===== src/rtl/dcache_pkg.sv =====
// dcache_pkg: shared types and constants for the write-through data-cache
// controller.
//   - DCACHE_WORD_BYTES : bytes per array word (one line == one word)
//   - DCACHE_S_*        : FSM state encodings as plain constants, so that
//                         legacy code and checkers can match raw state values
//   - dcache_state_e    : controller FSM state, encoded from the constants above
//   - mem_req_t         : one memory-port request (we, addr, wdata, wstrb)
package dcache_pkg;

  localparam int DCACHE_WORD_BYTES = 4;

  localparam logic [2:0] DCACHE_S_IDLE      = 3'd0;
  localparam logic [2:0] DCACHE_S_LOOKUP    = 3'd1;
  localparam logic [2:0] DCACHE_S_MISS_REQ  = 3'd2;
  localparam logic [2:0] DCACHE_S_MISS_WAIT = 3'd3;
  localparam logic [2:0] DCACHE_S_WR_REQ    = 3'd4;
  localparam logic [2:0] DCACHE_S_WR_WAIT   = 3'd5;

  typedef enum logic [2:0] {
    ST_IDLE      = DCACHE_S_IDLE,
    ST_LOOKUP    = DCACHE_S_LOOKUP,
    ST_MISS_REQ  = DCACHE_S_MISS_REQ,
    ST_MISS_WAIT = DCACHE_S_MISS_WAIT,
    ST_WR_REQ    = DCACHE_S_WR_REQ,
    ST_WR_WAIT   = DCACHE_S_WR_WAIT
  } dcache_state_e;

  typedef struct packed {
    logic        we;
    logic [31:0] addr;
    logic [31:0] wdata;
    logic [3:0]  wstrb;
  } mem_req_t;

endpackage


===== src/rtl/dcache_perf.sv =====
// dcache_perf: lookup statistics for the data-cache controller.
// Ports:
//   clk, rst    : clock and synchronous active-high reset (clears both counters)
//   lookup      : a tag lookup is being resolved this cycle
//   hit         : outcome of that lookup
//   hit_count   : number of lookups that hit, wraps modulo 2^PERF_WIDTH
//   miss_count  : number of lookups that missed, wraps modulo 2^PERF_WIDTH
module dcache_perf
  import dcache_pkg::*;
#(
  parameter int PERF_WIDTH = 32
) (
  input  logic                  clk,
  input  logic                  rst,
  input  logic                  lookup,
  input  logic                  hit,
  output logic [PERF_WIDTH-1:0] hit_count,
  output logic [PERF_WIDTH-1:0] miss_count
);

  always_ff @(posedge clk) begin
    if (rst) begin
      hit_count  <= '0;
      miss_count <= '0;
    end else if (lookup) begin
      if (hit) hit_count <= hit_count + PERF_WIDTH'(1);
      else     miss_count <= miss_count + PERF_WIDTH'(1);
    end
  end

endmodule


===== src/rtl/dcache_ctrl.sv =====
// dcache_ctrl: write-through, no-write-allocate controller in front of a
// direct-mapped tag/data array. One request in flight at a time.
//
// Build option: define DCACHE_PERF_EN to include the hit/miss counters;
// without it both perf ports are tied to 0.
//
// Ports:
//   clk, rst            : clock, synchronous active-high reset
//   req_*               : LSU request (valid/ready), addr, we, wdata, wstrb
//   resp_valid/rdata    : one-cycle completion pulse; rdata is 0 on stores
//   cache_addr          : array address (req_addr in IDLE, latched addr after)
//   cache_hit/rdata     : array lookup result, one cycle after cache_addr
//   cache_wdata/write_* : array write port; write_access (dirty) is always 0
//   mem_req_*           : memory request (valid/ready), we, addr, wdata, wstrb
//   mem_resp_*          : memory read data / store acknowledge
//   perf_*_count        : lookup hit/miss statistics
//
// Handshakes: a transfer happens on a rising edge where valid and ready are
// both 1. Once mem_req_valid is raised it stays high with every mem_req_*
// field unchanged until that edge (the fields come only from latched request
// registers). req_ready is 1 only in IDLE, so a request is taken on the edge
// where req_valid is 1 in IDLE.
module dcache_ctrl
  import dcache_pkg::*;
#(
  parameter int LINE_SIZE  = 4,
  parameter int PERF_WIDTH = 32
) (
  input  logic                  clk,
  input  logic                  rst,
  input  logic                  req_valid,
  output logic                  req_ready,
  input  logic [31:0]           req_addr,
  input  logic                  req_we,
  input  logic [31:0]           req_wdata,
  input  logic [3:0]            req_wstrb,
  output logic                  resp_valid,
  output logic [31:0]           resp_rdata,
  output logic [31:0]           cache_addr,
  input  logic                  cache_hit,
  input  logic [31:0]           cache_rdata,
  output logic [31:0]           cache_wdata,
  output logic                  cache_write_valid,
  output logic                  cache_write_access,
  output logic                  mem_req_valid,
  input  logic                  mem_req_ready,
  output logic                  mem_req_we,
  output logic [31:0]           mem_req_addr,
  output logic [31:0]           mem_req_wdata,
  output logic [3:0]            mem_req_wstrb,
  input  logic                  mem_resp_valid,
  input  logic [31:0]           mem_resp_rdata,
  output logic [PERF_WIDTH-1:0] perf_hit_count,
  output logic [PERF_WIDTH-1:0] perf_miss_count
);

  localparam int OFFSET_BITS = $clog2(LINE_SIZE);

  // FSM state, kept as a plainly named register so checkers can bind to it.
  dcache_state_e state;
  dcache_state_e state_next;

  logic [31:0] addr_q;
  logic        we_q;
  logic [31:0] wdata_q;
  logic [3:0]  wstrb_q;

  logic [31:0] line_addr;
  logic [31:0] merged_wdata;
  mem_req_t    mem_req;

  assign line_addr = {addr_q[31:OFFSET_BITS], {OFFSET_BITS{1'b0}}};

  // Store-hit merge: enabled bytes from the store, the rest from the line.
  always_comb begin
    merged_wdata = cache_rdata;
    for (int i = 0; i < DCACHE_WORD_BYTES; i++) begin
      if (wstrb_q[i]) merged_wdata[8*i +: 8] = wdata_q[8*i +: 8];
    end
  end

  always_comb begin
    state_next        = state;
    req_ready         = 1'b0;
    resp_valid        = 1'b0;
    resp_rdata        = '0;
    cache_addr        = addr_q;
    cache_wdata       = '0;
    cache_write_valid = 1'b0;
    mem_req_valid     = 1'b0;
    mem_req           = '0;

    case (state)
      ST_IDLE: begin
        req_ready  = 1'b1;
        cache_addr = req_addr;
        if (req_valid) state_next = ST_LOOKUP;
      end
      ST_LOOKUP: begin
        if (!we_q) begin
          if (cache_hit) begin
            resp_valid = 1'b1;
            resp_rdata = cache_rdata;
            state_next = ST_IDLE;
          end else begin
            state_next = ST_MISS_REQ;
          end
        end else begin
          // No write-allocate: only a hit touches the array.
          if (cache_hit) begin
            cache_write_valid = 1'b1;
            cache_wdata       = merged_wdata;
          end
          state_next = ST_WR_REQ;
        end
      end
      ST_MISS_REQ: begin
        mem_req_valid = 1'b1;
        mem_req.we    = 1'b0;
        mem_req.addr  = line_addr;
        mem_req.wstrb = 4'hF;
        if (mem_req_ready) state_next = ST_MISS_WAIT;
      end
      ST_MISS_WAIT: begin
        if (mem_resp_valid) begin
          // Refill and answer the load in the same cycle.
          cache_write_valid = 1'b1;
          cache_wdata       = mem_resp_rdata;
          resp_valid        = 1'b1;
          resp_rdata        = mem_resp_rdata;
          state_next        = ST_IDLE;
        end
      end
      ST_WR_REQ: begin
        mem_req_valid = 1'b1;
        mem_req.we    = 1'b1;
        mem_req.addr  = line_addr;
        mem_req.wdata = wdata_q;
        mem_req.wstrb = wstrb_q;
        if (mem_req_ready) state_next = ST_WR_WAIT;
      end
      ST_WR_WAIT: begin
        if (mem_resp_valid) begin
          resp_valid = 1'b1;
          state_next = ST_IDLE;
        end
      end
      default: state_next = ST_IDLE;
    endcase

    // While reset is held every output is quiet; the array address still
    // tracks the LSU so the array sees a sensible index.
    if (rst) begin
      req_ready         = 1'b0;
      resp_valid        = 1'b0;
      resp_rdata        = '0;
      cache_addr        = req_addr;
      cache_wdata       = '0;
      cache_write_valid = 1'b0;
      mem_req_valid     = 1'b0;
      mem_req           = '0;
    end
  end

  always_ff @(posedge clk) begin
    if (rst) begin
      state   <= ST_IDLE;
      addr_q  <= '0;
      we_q    <= 1'b0;
      wdata_q <= '0;
      wstrb_q <= '0;
    end else begin
      state <= state_next;
      if (state == ST_IDLE && req_valid) begin
        addr_q  <= req_addr;
        we_q    <= req_we;
        wdata_q <= req_wdata;
        wstrb_q <= req_wstrb;
      end
    end
  end

  assign mem_req_we         = mem_req.we;
  assign mem_req_addr       = mem_req.addr;
  assign mem_req_wdata      = mem_req.wdata;
  assign mem_req_wstrb      = mem_req.wstrb;
  assign cache_write_access = 1'b0;

`ifdef DCACHE_PERF_EN
  logic lookup_fire;
  assign lookup_fire = (state == ST_LOOKUP);

  dcache_perf #(
    .PERF_WIDTH (PERF_WIDTH)
  ) u_perf (
    .clk        (clk),
    .rst        (rst),
    .lookup     (lookup_fire),
    .hit        (cache_hit),
    .hit_count  (perf_hit_count),
    .miss_count (perf_miss_count)
  );
`else
  assign perf_hit_count  = '0;
  assign perf_miss_count = '0;
`endif

endmodule

===== config.mk =====
export PLATFORM = sky130hd
export DESIGN_NAME = dcache_ctrl
export DESIGN_NICKNAME = d
export VERILOG_FILES = /design/src/rtl/dcache_pkg.sv /design/src/rtl/dcache_perf.sv /design/src/rtl/dcache_ctrl.sv
export SDC_FILE = /design/constraint.sdc
export NUM_CORES = 1
export LEC_CHECK = 0
export ABC_CLOCK_PERIOD_IN_PS = 3600
export CAP_MARGIN = 0
export CORE_AREA = 2 2 143 145
export CTS_CLUSTER_SIZE = 24
export DETAILED_ROUTE_END_ITERATION = 8
export DIE_AREA = 0 0 145 147
export HOLD_SLACK_MARGIN = 0.08
export PLACE_DENSITY = 0.68
export SLEW_MARGIN = 20
export SYNTH_ARGS = -nofsm -noshare
export SYNTH_HDL_FRONTEND = slang
export SYNTH_HIERARCHICAL = 1
export SYNTH_SLANG_ARGS = --single-unit
export TNS_END_PERCENT = 30

===== constraint.sdc =====
create_clock -name clk -period 3.6 [get_ports clk]
set_input_delay 1.08 -clock clk [delete_from_list [all_inputs] [get_ports clk]]
set_output_delay 1.08 -clock clk [all_outputs]
set_load 0.01 [all_outputs]

Yosys cells after proc, flatten, opt, wreduce, memory -nomap -nowiden. Cells that the tools add are included.

Register bits: 72. Input port bits: 139. Output and inout port bits: 234. Word-level logic and storage cells: 57.

Equality and inequality tests: 9. Mux-type cells: 38. Reductions and logical operators: 5.

Operator list (count): two-way mux 32 bit (10); case mux 32 bit (2 select lines) (2); two-way mux 69 bit (1); case mux 33 bit (2 select lines) (1); two-way mux 8 bit (4); two-way mux 3 bit (5); case mux 3 bit (5 select lines) (1); two-way mux 1 bit (10); case mux 4 bit (2 select lines) (1); equality test 3 x 2 -> 1 bit (second input constant) (2); equality test 3 bit (second input constant) (2); != test 2 bit (second input constant) (3); case mux 1 bit (2 select lines) (2); AND reduction 4 bit (1); OR reduction 2 bit (2); equality test 3 x 1 -> 1 bit (second input constant) (1); zero test 3 bit (1); two-way mux 2 bit (1); != test 2 x 1 -> 1 bit (second input constant) (1); logical AND 1 bit (1).

Depth between registers and ports, before layout. Gate-level depths: netlist of the first run.

Word-level depth: 5. Gate-level depth with buffers: 7. Mapped depth without buffers: 3.

Least setup slack after synthesis of the first run. Ideal clock, no wire load.

Kind: input-to-output. Start point: input rst. End point: output cache_wdata[10]. Data arrival time: 2.029 ns. Required time: 2.520 ns. Slack: 0.491 ns. Stages: 5. Path buffers: 2. Path through: or3b_1 buf_2 nor2_4 buf_4 o2bb2ai_1.

Cells in the longest elaborated chain, start to end: 1.

RTL lines: start, declared (line dcache_ctrl.sv:30) `input logic rst,`; two-way mux 32 bit (line dcache_ctrl.sv:153) `if (rst) begin`; end, declared (line dcache_ctrl.sv:42) `output logic [31:0] cache_wdata,`.

Every way passes these cells.

Final worst setup path of the first run.
Start point: input mem_resp_valid. End point: output resp_rdata[2].

Cells in the longest elaborated chain, start to end: 3.

RTL lines: start, declared (line dcache_ctrl.sv:51) `input logic mem_resp_valid,`; two-way mux 32 bit (line dcache_ctrl.sv:125) `if (mem_resp_valid) begin`; case mux 32 bit (2 select lines) (line dcache_ctrl.sv:93) `case (state)`; two-way mux 32 bit (line dcache_ctrl.sv:153); end, declared (line dcache_ctrl.sv:38) `output logic [31:0] resp_rdata,`.

Every way passes these cells.

==> results by group, run 1 <==
Finish
  – Final layout net count: 1,115
  – Number of fill cells in the layout: just over 2k
  – Fraction of final layout cells with drive strength greater than 1: 0.140
  – Final Core Density: 0.441
  – Final Instance Area: 8740 µm²
  – Top library cells by usage in the layout, fill and taps aside: sky130_fd_sc_hd__nand2_1 (144), sky130_fd_sc_hd__clkdlybuf4s50_1 (137), sky130_fd_sc_hd__dlygate4sd2_1 (115)
  – Diode insertion count for antenna repair: 0
  – Area Growth Syn to Fin: 68.6%
  – Most common library cell in the layout ignoring fill and taps: sky130_fd_sc_hd__nand2_1

STA
  – Max frequency: between 0.2 and 0.3 GHz
  – Worst Max-Slew Pin Slew: roughly 0.83 ns
  – Worst clock skew on the final layout: 0.00719 ns
  – Final Slew Violations: 0
  – Max_slew headroom: 0.446
  – Final setup violation count: 0
  – Shortest period the worst path allows: approximately 3.6 ns
  – RSZ-0062 raised after global routing: true
  – Total count of hold-check failures in the final report: 0
  – Fin Setup TNS: 0 ns
  – Period Utilization, post-route: 0.995

Placed design
  – HPWL reported at the end of detailed placement: approximately 16 mm
  – Routability congestion estimate from global placement: between 0.8 and 0.9
  – Post-placement cell area: 8400 µm²
  – Port bufs: approximately 310

Worst setup path
  – Cell chain of the critical path: dlygate4sd2_1, and4b_2, buf_4, bufbuf_16, a32oi_1, nor2_1, clkdlybuf4s15_2
  – Class of the most critical setup path: input pin to output port
  – Data required time at the worst endpoint: 2.52 ns
  – Critical path's slowest cell: sky130_fd_sc_hd__bufbuf_16
  – Max FO, Critical Path: 16
  – Crit. End Element: output port
  – Crit path DAT: between 2 and 3 ns
  – Worst Setup Start Kind: input pin
  – CP top delay family: buffers and inverters
  – Delay of the slowest cell on the worst path: roughly 0.29 ns
  – Count of buffer and inverter cells on the critical path: 4

Drt
  – Residual antenna-violating net count after detailed routing: 0
  – Detail-routed net length per standard cell: around 18 µm
  – Number of optimization iterations in the first detailed-route pass: 4
  – Total via count in the routed design: slightly below 6k
  – Met2 wire length: 11.5 mm
  – Number of vias per cell after detailed routing: between 4 and 5
  – Initial DRC Count: ~290
  – Post-route DRC violation count: 0
  – Met3 wirelength from detailed routing: roughly 1.8 mm
  – Max layer used: met4
  – Total Wirelength: 23.1 mm
  – Metal-1 WL: between 9 and 10 mm

Floorplanning
  – Die X-Extent: 145 µm
  – Starting density of the core: 0.261
  – Die area: roughly 21,000 µm²
  – Site row count: 52
  – Io pins: 373
  – Area of the core: between 15,000 and 20,000 µm²
  – Chip height: between 100 and 150 µm

Clock tree
  – Post-cts hold buffer count: 0
  – Clock tree from TritonCTS: yes
  – Bufs on Longest Clock Path: 2
  – Number of buffers inserted during clock tree synthesis: 9
  – CTS sink cnt: 72
  – Clock latency of the later-clocked register in the worst-skew pair: approximately 0.34 ns
  – Clock-pin slew of the registers on the worst-case setup and hold paths: ~0.070 ns
  – Root buf cell: sky130_fd_sc_hd__clkbuf_16
  – H-Tree Depth: 3

Synthesis
  – Proportion of register bits with asynchronous set or reset after synthesis: 0
  – Average cell area after synthesis: between 7 and 8 µm²
  – Most used flip-flop cell after synthesis: sky130_fd_sc_hd__dfxtp_1
  – Syn. warnings: 6
  – Synthesis-stage register bit count: just over 70
  – Count of flip-flops with a built-in enable after synthesis: 0
  – Library cells used by synthesis: 37
  – Post-synthesis sequential area ratio: 0.278
  – Netlist area before placement: 5190 µm²
  – Gate Count Post-Synth: approximately 680

Power
  – Combinational power share: 0.350
  – Switching power summed over all nets: around 1000 µW
  – Internal power: 1.93 mW
  – Sequential share of power: 0.335
  – Power per standard cell area: roughly 330 nW/µm²
  – Clock Power Share: 0.315
  – Total power draw: approximately 2.9 mW
  – Reported leakage power: between 3 and 4 nW
  – Largest vdd supply drop: between 0.2 and 0.25 mV
  – Switching part of the total: 0.341

Global route
  – Maximum number of pins on one net before global-route repair: 70
  – Via count of the first global-routing pass: roughly 5.7k
  – GRT Residual Overflow: 0
  – Antenna violations before repair: 0
  – Wire length of the first global-routing pass: 33.8 mm
  – Overall fraction of global-route tracks in use: 0.205

Hold path
  – Class of the most critical hold timing path: flip-flop to flip-flop

Run
  – Number of max-capacitance violations reported: 0

Outcome
  – Status: complete, no violations
[cell usage after synthesis (2+ instances only)]
library cell | number | area share
sky130_fd_sc_hd__buf_6 | 3 | 0.0065
sky130_fd_sc_hd__buf_2 | 16 | 0.015
sky130_fd_sc_hd__clkbuf_1 | 32 | 0.023
sky130_fd_sc_hd__buf_1 | 5 | 0.0036
sky130_fd_sc_hd__nand2b_1 | 2 | 0.0024
sky130_fd_sc_hd__o2bb2ai_1 | 32 | 0.054
sky130_fd_sc_hd__and2_1 | 62 | 0.075
sky130_fd_sc_hd__nand4_1 | 2 | 0.0024
sky130_fd_sc_hd__buf_4 | 73 | 0.11
sky130_fd_sc_hd__nand2_1 | 144 | 0.10
sky130_fd_sc_hd__inv_1 | 3 | 0.0022
sky130_fd_sc_hd__mux2_2 | 32 | 0.069
sky130_fd_sc_hd__nor2_1 | 35 | 0.025
sky130_fd_sc_hd__nor2b_1 | 4 | 0.0048
sky130_fd_sc_hd__nor3_1 | 2 | 0.0019
sky130_fd_sc_hd__mux2i_1 | 32 | 0.062
sky130_fd_sc_hd__a32oi_1 | 33 | 0.056
sky130_fd_sc_hd__dfxtp_1 | 72 | 0.28
sky130_fd_sc_hd__a21oi_1 | 76 | 0.073
[worst min-delay path: stages, from the launching register on]
cell and delay (ns):
sky130_fd_sc_hd__dfxtp_1 0.31, sky130_fd_sc_hd__nand2_1 0.05, sky130_fd_sc_hd__a21oi_1 0.05
[power groups by stage]
stage | Clock (mW) | Combinational (mW) | Sequential [mW]
3_5_place_dp | 0 | 1.04 | 0.998
4_1_cts | 0.952 | 1.03 | 0.980
5_1_grt | 0.996 | 1.10 | 0.994
2_1_floorplan | 0 | 0.627 | 0.943
3_3_place_gp | 0 | 1.04 | 0.994
6_report | 0.921 | 1.03 | 0.980
[registers in the layout, summed over array words and instances (netlist names)]
register	count
state	3
we_q	1
addr_q	32
wstrb_q	4
wdata_q	32
[kinds of logic after synthesis]
family          count (synthesis)  share of synthesized area
simple gates                  262                      0.240
compound gates                146                      0.192
buf+inv                       132                      0.157
flops                          72                      0.278
mux                            64                      0.131
xor+xnor                        1                    0.00169
other cells                     1                   0.000723
[routing by layer]
metal	up-vias	track usage
met1	2790	0.241
met3	41	0.0615
met2	309	0.361
li1	2794	-
met4	0	0.0629
met5	-	0
[timing repair]
| action | CTS | global route |
|---|---|---|
| endpoints found under the setup margin | 160 | 33 |
| pin swaps | 2 | 3 |
| buffers inserted | 8 | 3 |
| gates cloned | 5 | 1 |
| resized for setup | 232 | 34 |
[worst paths after layout]
path                                startpoint       endpoint  slack (ns)  depth (start not counted)
worst max-delay path            mem_resp_valid  resp_rdata[2]        0.02                          7
worst min-delay path                 addr_q[0]      addr_q[0]        0.46                          2
worst max register to register        state[2]     wdata_q[7]        1.50                          4
worst min register to register       addr_q[0]      addr_q[0]        0.46                          2
[stage by stage]
stage                     hold slack [ns]  setup WS [ns]  cells
after floorplan                     0.433          0.491    744
after global placement              0.440         -0.385   1219
after detailed placement            0.447         -0.430   1219
after CTS                           0.457         -0.142   1246
after global routing                0.478       -0.00114   1250
final                               0.456         0.0177   1250
[final cells by class]
type	instances	area (µm²)	area share
timing repair buffer	350	3420	0.391
multi-input combinational	540	3240	0.371
sequential	72	1440	0.165
tap	270	338	0.0386
clock buffer	10	239	0.0273
clock inverter	5	57.6	0.00658
inverter	3	11.3	0.00129
Note: power is estimated with default switching activity, not from simulation.
==> inputs of run 2 (changes only) <==
--- a/config.mk
+++ b/config.mk
@@ -5,7 +5,7 @@
 export SDC_FILE = /design/constraint.sdc
 export NUM_CORES = 1
 export LEC_CHECK = 0
-export ABC_CLOCK_PERIOD_IN_PS = 3600
+export ABC_CLOCK_PERIOD_IN_PS = 4200
 export CAP_MARGIN = 0
 export CORE_AREA = 2 2 143 145
 export CTS_CLUSTER_SIZE = 24
@@ -13,7 +13,6 @@
 export DIE_AREA = 0 0 145 147
 export HOLD_SLACK_MARGIN = 0.08
 export PLACE_DENSITY = 0.68
-export SLEW_MARGIN = 20
 export SYNTH_ARGS = -nofsm -noshare
 export SYNTH_HDL_FRONTEND = slang
 export SYNTH_HIERARCHICAL = 1
==> constraint.sdc (replaced) <==
create_clock -name clk -period 4.2 [get_ports clk]
set_input_delay 1.26 -clock clk [delete_from_list [all_inputs] [get_ports clk]]
set_output_delay 1.26 -clock clk [all_outputs]
set_load 0.01 [all_outputs]
==> results by group, run 2 (synthesis gave the netlist of run 1 again) <==
STA
  – Final setup violation count: 0 (unchanged)
  – Period Utilization, post-route: 0.974
  – Max_slew headroom: 0.424 (was 0.446)
  – Worst clock skew on the final layout: 0.00849 ns (was 0.00719 ns)
  – RSZ-0062 raised after global routing: false (was true)
  – Worst Max-Slew Pin Slew: 0.863 ns (was 0.831 ns)
  – Shortest period the worst path allows: 4.09 ns
  – Max frequency: 0.244 GHz
  – Final Slew Violations: 0 (unchanged)
  – Total count of hold-check failures in the final report: 0 (unchanged)

Floorplanning
  – Area of the core: 19,800 µm² (unchanged)
  – Die X-Extent: 145 µm (unchanged)
  – Chip height: 147 µm (unchanged)
  – Die area: 21,300 µm² (unchanged)
  – Starting density of the core: 0.261 (unchanged)
  – Io pins: 373 (unchanged)
  – Site row count: 52 (unchanged)

Drt
  – Initial DRC Count: 266 (was 289)
  – Total Wirelength: 21.7 mm (was 23.1 mm)
  – Post-route DRC violation count: 0 (unchanged)
  – Residual antenna-violating net count after detailed routing: 0 (unchanged)
  – Detail-routed net length per standard cell: 17.6 µm (was 18.5 µm)
  – Total via count in the routed design: 5,850 (was 5,934)
  – Number of vias per cell after detailed routing: 4.74 (was 4.75)
  – Met2 wire length: 10.7 mm (was 11.5 mm)
  – Metal-1 WL: 8.78 mm (was 9.32 mm)
  – Max layer used: met4 (unchanged)
  – Number of optimization iterations in the first detailed-route pass: 5 (was 4)
  – Met3 wirelength from detailed routing: 1.61 mm (was 1.78 mm)

Finish
  – Top library cells by usage in the layout, fill and taps aside: sky130_fd_sc_hd__clkdlybuf4s50_1 (238), sky130_fd_sc_hd__nand2_1 (144), sky130_fd_sc_hd__a21oi_1 (76) (was sky130_fd_sc_hd__nand2_1 (144), sky130_fd_sc_hd__clkdlybuf4s50_1 (137), sky130_fd_sc_hd__dlygate4sd2_1 (115))
  – Area Growth Syn to Fin: 66.5% (was 68.6%)
  – Largest registers ranked by flip-flop count: addr_q x32, wdata_q x32, wstrb_q x4 (unchanged)
  – Number of fill cells in the layout: 1,984 (was 2,040)
  – Final Core Density: 0.435 (was 0.441)
  – Fraction of final layout cells with drive strength greater than 1: 0.0913 (was 0.140)
  – Final layout net count: 1,098 (was 1,115)
  – Footprint of the flip-flops and latches: 1440 µm² (unchanged)
  – Most common library cell in the layout ignoring fill and taps: sky130_fd_sc_hd__clkdlybuf4s50_1 (was sky130_fd_sc_hd__nand2_1)
  – Area of combinational cells with multiple inputs: 3220 µm² (was 3240 µm²)
  – Final Instance Area: 8630 µm² (was 8740 µm²)

Run
  – Number of max-capacitance violations reported: 0 (unchanged)

Placed design
  – Port bufs: 305 (unchanged)
  – Post-placement cell area: 8340 µm² (was 8400 µm²)
  – Routability congestion estimate from global placement: 0.864 (was 0.837)
  – HPWL reported at the end of detailed placement: 15.8 mm (was 15.7 mm)

Hold path
  – Class of the most critical hold timing path: flip-flop to flip-flop (unchanged)

Clock tree
  – Clock tree from TritonCTS: yes (unchanged)
  – H-Tree Depth: 3 (unchanged)
  – CTS sink cnt: 72 (unchanged)
  – Clock latency of the later-clocked register in the worst-skew pair: 0.34 ns (about the same)
  – Bufs on Longest Clock Path: 2 (unchanged)
  – Number of buffers inserted during clock tree synthesis: 9 (unchanged)
  – Clock-pin slew of the registers on the worst-case setup and hold paths: 0.06 ns (was 0.07 ns)
  – Root buf cell: sky130_fd_sc_hd__clkbuf_16 (unchanged)

Worst setup path
  – Class of the most critical setup path: input pin to output port (unchanged)
  – Crit path DAT: 2.83 ns (was 2.50 ns)
  – Max FO, Critical Path: 32 (was 16)
  – Crit. End Element: output port (unchanged)
  – Data required time at the worst endpoint: 2.94 ns (was 2.52 ns)
  – Worst Setup Start Kind: input pin (unchanged)

Global route
  – Maximum number of pins on one net before global-route repair: 70 (unchanged)
  – Overall fraction of global-route tracks in use: 0.195 (was 0.205)
  – Wire length of the first global-routing pass: 32.6 mm (was 33.8 mm)
  – Via count of the first global-routing pass: 5,668 (was 5,689)
  – Antenna violations before repair: 1 (was 0)
  – GRT Residual Overflow: 0 (unchanged)

Outcome
  – Status: complete, no violations (unchanged)

Power
  – Power per standard cell area: 291 nW/µm² (was 335 nW/µm²)
  – Largest vdd supply drop: 0.202 mV (was 0.226 mV)
  – Reported leakage power: 3.44 nW (was 3.93 nW)
==> run 2: path summary, 6_finish.rpt <==
| check | cells past startpoint | startpoint | to | slack (ns) |
|---|---|---|---|---|
| max | 6 | rst | mem_req_wdata[30] | 0.11 |
| min | 2 | addr_q[0] | addr_q[0] | 0.46 |
| max reg2reg | 3 | state[1] | wdata_q[3] | 2.09 |
| min reg2reg | 2 | addr_q[0] | addr_q[0] | 0.46 |
==> run 2: per-layer routing <==
layer	up-vias	track usage
met1	2731	0.228
met2	305	0.341
met4	0	0.0866
li1	2773	-
met3	41	0.0463
met5	-	0
==> run 2: metrics by stage <==
stage | worst slack [ns] | std cells | total power, mW | hold WS [ns] | TNS, ns
4_1_cts | 0.107 | 1234 | 2.55 | 0.460 | 0
6_report | 0.110 | 1235 | 2.51 | 0.456 | 0
5_1_grt | 0.00266 | 1235 | 2.65 | 0.484 | 0
3_3_place_gp | -0.322 | 1214 | 1.73 | 0.441 | -5.32
3_5_place_dp | -0.346 | 1214 | 1.74 | 0.452 | -6.27
2_1_floorplan | 0.731 | 744 | 1.35 | 0.433 | 0
==> run 2: power breakdown <==
| group | internal (mW) | switching [mW] | total (mW) |
|---|---|---|---|
| Sequential | 0.759 | 0.0907 | 0.849 |
| Clock | 0.490 | 0.308 | 0.799 |
| Combinational | 0.427 | 0.438 | 0.865 |
| Total | 1.68 | 0.837 | 2.51 |
==> run 2: worst max-delay path: stages <==
cell,delay [ns]
sky130_fd_sc_hd__buf_4,0.14
sky130_fd_sc_hd__buf_4,0.16
sky130_fd_sc_hd__nor4b_4,0.31
sky130_fd_sc_hd__buf_12,0.23
sky130_fd_sc_hd__and2_1,0.15
sky130_fd_sc_hd__clkdlybuf4s50_1,0.55
==> run 2: timing repair <==
item / CTS / global route
setup endpoints to repair: 65 / 1
gates cloned: 1 / 0
pin swaps: 2 / 0
gates resized for setup: 66 / 1
buffers inserted: 3 / 0
hold buffers: 0 / 0
==> run 2: area by class of cell <==
class / count / share of cell area
Antenna cell: 1 / 0.000290
Clock buffer: 11 / 0.0293
Inverter: 3 / 0.00130
Multi-Input combinational cell: 540 / 0.373
Sequential cell: 72 / 0.167
Tap cell: 270 / 0.0391
Clock inverter: 5 / 0.00638
Timing Repair Buffer: 333 / 0.384
